===== src/rtl/hazard_if.sv =====
`default_nettype none
// ============================================================================
// Module      : hazard_if
// Description : Decode-stage / hazard-controller bundle. The decode side
//               (master) presents the instruction sitting in decode together
//               with the X-stage redirect. The controller (slave) returns the
//               stall/flush/issue decisions, the registered bypass selects
//               and the stall counter.
//   dec_valid, dec_rs1/rs2, dec_rs1_used/rs2_used, dec_rd, dec_we,
//   dec_is_load, redirect             : master -> slave
//   stall, flush, issue, fwd_sel_a/b,
//   stall_cnt                         : slave -> master
// Revision    : 1.0 - initial release
// ============================================================================
interface hazard_if #(
    parameter int REG_AW = 5,
    parameter int DEPTH  = 3,
    parameter int CNT_W  = 16
);
    localparam int FSW = $clog2(DEPTH + 1);

    logic              dec_valid;
    logic [REG_AW-1:0] dec_rs1;
    logic [REG_AW-1:0] dec_rs2;
    logic              dec_rs1_used;
    logic              dec_rs2_used;
    logic [REG_AW-1:0] dec_rd;
    logic              dec_we;
    logic              dec_is_load;
    logic              redirect;

    logic              stall;
    logic              flush;
    logic              issue;
    logic [FSW-1:0]    fwd_sel_a;
    logic [FSW-1:0]    fwd_sel_b;
    logic [CNT_W-1:0]  stall_cnt;

    modport master (
        output dec_valid, dec_rs1, dec_rs2, dec_rs1_used, dec_rs2_used,
               dec_rd, dec_we, dec_is_load, redirect,
        input  stall, flush, issue, fwd_sel_a, fwd_sel_b, stall_cnt
    );

    modport slave (
        input  dec_valid, dec_rs1, dec_rs2, dec_rs1_used, dec_rs2_used,
               dec_rd, dec_we, dec_is_load, redirect,
        output stall, flush, issue, fwd_sel_a, fwd_sel_b, stall_cnt
    );
endinterface
`default_nettype wire


===== src/rtl/hazard_ctrl.sv =====
`default_nettype none
// ============================================================================
// Module      : hazard_ctrl
// Description : Parametrised RAW hazard / bypass controller. Tracks the
//               destination of every instruction in the DEPTH post-decode
//               stages (entry 1 = X ... entry DEPTH = WB), picks the youngest
//               in-flight producer for each decode operand, raises a
//               combinational load-use stall and registers per-operand bypass
//               selects that are valid while the consumer is in X.
// Ports       : clk   - rising-edge clock
//               reset - asynchronous, active-low reset
//               hif   - hazard_if slave modport (decode inputs, decisions out)
// Revision    : 1.0 - initial release
// ============================================================================
module hazard_ctrl #(
    parameter int REG_AW     = 5,
    parameter int DEPTH      = 3,
    parameter int LOAD_STAGE = 3,
    parameter int CNT_W      = 16
) (
    input  wire logic clk,
    input  wire logic reset,
    hazard_if.slave   hif
);
    localparam int FSW = $clog2(DEPTH + 1);

    // In-flight writer scoreboard, indexed by stage number.
    logic [DEPTH:1]    r_v;
    logic [DEPTH:1]    r_ld;
    logic [REG_AW-1:0] r_rd [1:DEPTH];

    logic [FSW-1:0]    r_fwd_a;
    logic [FSW-1:0]    r_fwd_b;
    logic [CNT_W-1:0]  r_cnt;

    logic              w_hit_a;
    logic              w_hit_b;
    logic              w_luse_a;
    logic              w_luse_b;
    logic [FSW-1:0]    w_k_a;
    logic [FSW-1:0]    w_k_b;
    logic              w_stall;
    logic              w_issue;
    logic [FSW-1:0]    w_nsel_a;
    logic [FSW-1:0]    w_nsel_b;

    // Producer search. Walking from the oldest tracked stage towards stage 1
    // lets the last hit overwrite earlier ones, so the youngest producer
    // wins. Stage DEPTH is excluded: the regfile writes through, so its
    // value is already visible on the normal read path.
    always_comb begin
        w_hit_a  = 1'b0;
        w_k_a    = '0;
        w_luse_a = 1'b0;
        w_hit_b  = 1'b0;
        w_k_b    = '0;
        w_luse_b = 1'b0;
        for (int k = DEPTH - 1; k >= 1; k--) begin
            if (r_v[k] && (r_rd[k] == hif.dec_rs1) &&
                (hif.dec_rs1 != '0) && hif.dec_rs1_used) begin
                w_hit_a  = 1'b1;
                w_k_a    = FSW'(k);
                // Load data only appears at the output of LOAD_STAGE; the
                // consumer would see this producer at stage k+1 in its X.
                w_luse_a = r_ld[k] && ((k + 1) < LOAD_STAGE);
            end
            if (r_v[k] && (r_rd[k] == hif.dec_rs2) &&
                (hif.dec_rs2 != '0) && hif.dec_rs2_used) begin
                w_hit_b  = 1'b1;
                w_k_b    = FSW'(k);
                w_luse_b = r_ld[k] && ((k + 1) < LOAD_STAGE);
            end
        end
    end

    // Redirect outranks stall: a killed decode slot has nothing to wait for.
    assign w_stall  = hif.dec_valid && !hif.redirect && (w_luse_a || w_luse_b);
    assign w_issue  = hif.dec_valid && !w_stall && !hif.redirect;

    // Selected producer moves one stage further by the time the consumer is
    // in X, hence k+1.
    assign w_nsel_a = (w_issue && w_hit_a) ? (w_k_a + FSW'(1)) : '0;
    assign w_nsel_b = (w_issue && w_hit_b) ? (w_k_b + FSW'(1)) : '0;

    // Scoreboard shift. Non-issued cycles and non-writing instructions both
    // enter as invalid entries.
    always_ff @(posedge clk or negedge reset) begin
        if (!reset) begin
            r_v  <= '0;
            r_ld <= '0;
            for (int k = 1; k <= DEPTH; k++) begin
                r_rd[k] <= '0;
            end
        end else begin
            r_v[1]  <= w_issue && hif.dec_we;
            r_ld[1] <= w_issue && hif.dec_is_load;
            r_rd[1] <= hif.dec_rd;
            for (int k = 2; k <= DEPTH; k++) begin
                r_v[k]  <= r_v[k-1];
                r_ld[k] <= r_ld[k-1];
                r_rd[k] <= r_rd[k-1];
            end
        end
    end

    always_ff @(posedge clk or negedge reset) begin
        if (!reset) begin
            r_fwd_a <= '0;
            r_fwd_b <= '0;
        end else begin
            r_fwd_a <= w_nsel_a;
            r_fwd_b <= w_nsel_b;
        end
    end

    // Saturating stall-cycle counter.
    always_ff @(posedge clk or negedge reset) begin
        if (!reset) begin
            r_cnt <= '0;
        end else if (w_stall && (r_cnt != {CNT_W{1'b1}})) begin
            r_cnt <= r_cnt + CNT_W'(1);
        end
    end

    assign hif.stall     = w_stall;
    assign hif.flush     = hif.redirect;
    assign hif.issue     = w_issue;
    assign hif.fwd_sel_a = r_fwd_a;
    assign hif.fwd_sel_b = r_fwd_b;
    assign hif.stall_cnt = r_cnt;

endmodule
`default_nettype wire


===== src/flat_wrapper.sv =====
// flat-port wrapper written by rule: the top's interface ports become plain ports
module hazard_ctrl_flat 
#(
    parameter int REG_AW     = 5,
    parameter int DEPTH      = 3,
    parameter int LOAD_STAGE = 3,
    parameter int CNT_W      = 16
)
  (clk, reset, hif_dec_valid, hif_dec_rs1, hif_dec_rs2, hif_dec_rs1_used, hif_dec_rs2_used, hif_dec_rd, hif_dec_we, hif_dec_is_load, hif_redirect, hif_stall, hif_flush, hif_issue, hif_fwd_sel_a, hif_fwd_sel_b, hif_stall_cnt);
  hazard_if #(.REG_AW(REG_AW), .DEPTH(DEPTH), .CNT_W(CNT_W)) hif_i ();
  input  wire logic clk;
  input  wire logic reset;
  input wire logic [$bits(hif_i.dec_valid)-1:0] hif_dec_valid;
  input wire logic [$bits(hif_i.dec_rs1)-1:0] hif_dec_rs1;
  input wire logic [$bits(hif_i.dec_rs2)-1:0] hif_dec_rs2;
  input wire logic [$bits(hif_i.dec_rs1_used)-1:0] hif_dec_rs1_used;
  input wire logic [$bits(hif_i.dec_rs2_used)-1:0] hif_dec_rs2_used;
  input wire logic [$bits(hif_i.dec_rd)-1:0] hif_dec_rd;
  input wire logic [$bits(hif_i.dec_we)-1:0] hif_dec_we;
  input wire logic [$bits(hif_i.dec_is_load)-1:0] hif_dec_is_load;
  input wire logic [$bits(hif_i.redirect)-1:0] hif_redirect;
  output wire logic [$bits(hif_i.stall)-1:0] hif_stall;
  output wire logic [$bits(hif_i.flush)-1:0] hif_flush;
  output wire logic [$bits(hif_i.issue)-1:0] hif_issue;
  output wire logic [$bits(hif_i.fwd_sel_a)-1:0] hif_fwd_sel_a;
  output wire logic [$bits(hif_i.fwd_sel_b)-1:0] hif_fwd_sel_b;
  output wire logic [$bits(hif_i.stall_cnt)-1:0] hif_stall_cnt;
  assign hif_i.dec_valid = hif_dec_valid;
  assign hif_i.dec_rs1 = hif_dec_rs1;
  assign hif_i.dec_rs2 = hif_dec_rs2;
  assign hif_i.dec_rs1_used = hif_dec_rs1_used;
  assign hif_i.dec_rs2_used = hif_dec_rs2_used;
  assign hif_i.dec_rd = hif_dec_rd;
  assign hif_i.dec_we = hif_dec_we;
  assign hif_i.dec_is_load = hif_dec_is_load;
  assign hif_i.redirect = hif_redirect;
  assign hif_stall = hif_i.stall;
  assign hif_flush = hif_i.flush;
  assign hif_issue = hif_i.issue;
  assign hif_fwd_sel_a = hif_i.fwd_sel_a;
  assign hif_fwd_sel_b = hif_i.fwd_sel_b;
  assign hif_stall_cnt = hif_i.stall_cnt;
  hazard_ctrl #(.REG_AW(REG_AW), .DEPTH(DEPTH), .LOAD_STAGE(LOAD_STAGE), .CNT_W(CNT_W)) u_core (.clk(clk), .reset(reset), .hif(hif_i));
endmodule

===== config.mk =====
export PLATFORM = sky130hd
export DESIGN_NAME = hazard_ctrl_flat
export DESIGN_NICKNAME = d
export VERILOG_FILES = /design/src/rtl/hazard_if.sv /design/src/rtl/hazard_ctrl.sv /design/src/flat_wrapper.sv
export SDC_FILE = /design/constraint.sdc
export NUM_CORES = 1
export LEC_CHECK = 0
export ABC_AREA = 1
export CAP_MARGIN = 5
export CELL_PAD_IN_SITES_DETAIL_PLACEMENT = 2
export CELL_PAD_IN_SITES_GLOBAL_PLACEMENT = 2
export CORE_MARGIN = 4
export CORE_UTILIZATION = 25
export CTS_CLUSTER_DIAMETER = 150
export DETAILED_ROUTE_END_ITERATION = 16
export HOLD_SLACK_MARGIN = 0.1
export PLACE_DENSITY = 0.86
export SYNTH_ARGS = -nofsm -noshare
export SYNTH_HDL_FRONTEND = slang
export SYNTH_SLANG_ARGS = --single-unit

===== constraint.sdc =====
create_clock -name clk -period 1.59 [get_ports clk]
set_clock_uncertainty 0.05 [all_clocks]
set_input_delay 0.318 -clock clk [delete_from_list [all_inputs] [get_ports clk]]
set_output_delay 0.318 -clock clk [all_outputs]
set_load 0.01 [all_outputs]

==> summary.md <==
| Metric | Value |
|---|---|
| Status | `finished with violations` |
| Violated checks | `setup timing` |
| Placer Congestion | `0.8990` |
| Synthesized instance count | `around 250` |
| DRT Wirelength | `7.032 mm` |
| Cell Area, Synth | `1947 sq um` |
| Relative slew slack | `0.7702` |
| Pwr Density | `approximately 630 nW/um^2` |
| Largest net degree at the start of global routing | `34` |
| Count of clock tree sinks | `33` |
| Initial Util | `0.2628` |
| Worst hold path class | `input pin to asynchronous set/reset pin` |
| Max Cap Viol | `0` |
| IO Port Bufs | `45` |
| Worst-path clk slew | `80 ps` |
| Synthesized net count | `between 200 and 300` |
| Number of fill cells | `roughly 850` |
| CP Max Fanout | `4` |
| Async set-reset flop share out of synthesis | `1.000` |
| Final worst setup slack | `-385.5 ps` |
| Hold buffer count at CTS | `0` |
| Post-route DRC | `0` |
| Wirelength per Cell | `approximately 16 um` |
| Post-layout min period | `1976 ps` |
| Mapped Avg Cell Area | `7.850 sq um` |
| Leak Pwr | `about 1.8 nW` |
| Die Area | `9263 sq um` |
| First-pass GRT wire length | `approximately 11 mm` |
| CTS tree | `done` |
| Multi-input logic area | `between 1000 and 1500 sq um` |
| Cell Rows | `31` |
| Main synth FF type | `dfrtp_1` |
| Commonest non-fill, non-tap cell in the layout | `nand2_1` |
| Vias/cell | `4.505` |
| CP required | `around 1200 ps` |
| Antenna cells | `0` |
| Crit path arrival time | `1610 ps` |
| Slew Viols, Final | `0` |
| Setup TNS | `-3520 ps` |
| Grt ovf | `0` |
| Post-synth EDFFs | `0` |
| Global Route Usage Sum | `0.1643` |
| Post-synth cell types | `29` |
| Worst skew pair latency | `290 ps` |
| Final core occ | `0.4133` |
| Crit share post-route | `1.242` |
| Setup violations, final | `18` |
| WS Path Type | `flip-flop to output pin` |
| 1st-pass router iterations | `4` |
| Core box area | `7408 sq um` |
| Leading cell types in the layout, fill and taps excluded | `nand2_1 (66), buf_4 (30), nand2_2 (26)` |
| Fin. Hold Viols | `0` |
| Sequential area share after synthesis | `0.4242` |
| Total vias in the final route | `1955` |
| P&R area growth vs syn | `57.26%` |
| Fmax achieved | `around 510 MHz` |
| Vias in the first global route | `around 2300` |
| Final Net Count | `358` |
| Worst Tran Pin Value | `342.0 ps` |
| DIE WIDTH | `~96 um` |
| Io pins | `46` |
| Antenna violations before repair | `0` |
| Seq. cell area | `835.8 sq um` |
| Bufs on Longest Clock Path | `2` |
| Synth warn | `0` |
| Final Total Pwr | `approximately 0.0019 W` |
| VDD IR max | `between 0.3 and 0.4 mV` |
| CP Capture Type | `output pin` |
| Flops & latches, synth | `33` |
| Share of cells above drive strength 1 | `0.3582` |
| DR iter-0 viols | `49` |
| RSZ-0062 raised after global routing | `true` |
| Detail Placement HPWL | `about 5 mm` |
| H-tree depth | `2` |
| CTS buffer count | `5` |
| Clk root buf | `clkbuf_8` |
| Die height | `96.25 um` |
| Startpoint types | `flip-flop` |
| Routed Antenna Nets | `0` |
-- flip-flops by register name, summed over array words and instances (netlist names) --
signal,cells
u_core.hif.fwd_sel_b,2
u_core.hif.stall_cnt,16
u_core.r_v,2
u_core.hif.fwd_sel_a,2
u_core.r_rd,10
u_core.r_ld,1
-- metal layers --
layer,up-vias,track usage,wire [um]
met5,-,0,0
met1,964,0.1930,2886
met2,44,0.3025,3747
met4,0,0.04384,117
met3,10,0.03049,281
li1,937,-,-
-- power by group --
group          leakage [nW]  switching (W)  total, W  internal (W)
Combinational          1.29       0.000110  0.000203     0.0000931
Sequential            0.423      0.0000173  0.000872      0.000855
Clock                0.0585       0.000329  0.000840      0.000511
-- through the flow --
step / worst slack, ps / cells / hold slack, ps / instance area, sq um
4_1_cts: -442.1 / 433 / 345.9 / 2955
2_1_floorplan: 2.335 / 248 / -27.59 / 1964
3_5_place_dp: -994.7 / 410 / 353.3 / 2691
3_3_place_gp: -929.6 / 410 / 347.7 / 2691
6_report: -385.5 / 434 / 343.0 / 3062
5_1_grt: -517.8 / 434 / 349.9 / 3062
-- critical path, stage by stage (launching register included) --
cell and delay, ps:
dfrtp_1 420, inv_2 80, nand2_1 50, nand2_1 70, nand2_2 70, nor2_2 120, nand2_2 100, nand2_4 100
nand2_2 50, nand2_2 90, inv_1 40, buf_2 130
-- cells in the mapped netlist (2+ instances only) --
cell type  instances  area [sq um]
nand3_2            2         20.02
o22ai_1            4         25.02
inv_1             25         93.84
xnor2_1            7         61.31
nor2_1            22         82.58
dfrtp_1           33         825.8
nor2_2             3         18.77
xor2_1            10         87.58
nor3_1             4         20.02
inv_2              7         26.28
nand2_1           79         296.5
nand3_1           10         50.05
nand2_2           22         137.6
a21oi_1            5         25.02
-- cell families after synthesis --
logic type	Yosys count	synth area share
compound gates	12	0.03792
xor+xnor	17	0.07648
fa+ha+maj	1	0.006426
buf+inv	36	0.08612
flops	33	0.4242
simple gates	149	0.3689
-- worst paths after layout --
kind | end | depth (start not counted) | slack (ps) | start
min in group clk | u_core.r_v[2] | 0 | 380 | u_core.r_v[1]
max in group asynchronous | u_core.hif.stall_cnt[8] | 2 | 940 | reset
worst max-delay path | hif_issue | 11 | -390 | u_core.r_rd[12]
worst min register to register | u_core.r_v[2] | 0 | 380 | u_core.r_v[1]
worst min-delay path | u_core.hif.stall_cnt[9] | 2 | 340 | reset
worst max register to register | u_core.hif.stall_cnt[11] | 13 | -200 | u_core.r_rd[12]
-- final cells by class --
class / instances / share of cell area
tap: 99 / 0.04046
sequential: 33 / 0.2730
clock inverter: 1 / 0.009808
timing repair buffer: 82 / 0.2587
clock buffer: 7 / 0.02820
inverter: 33 / 0.04087
multi-input combinational: 179 / 0.3490
-- what timing repair did --
action / in CTS / in global routing
pin swaps: 9 / 14
endpoints found under the setup margin: 41 / 31
cloned: 1 / 0
resized for setup: 51 / 34
setup buffers: 14 / 2
Note: power is estimated with default switching activity, not from simulation.
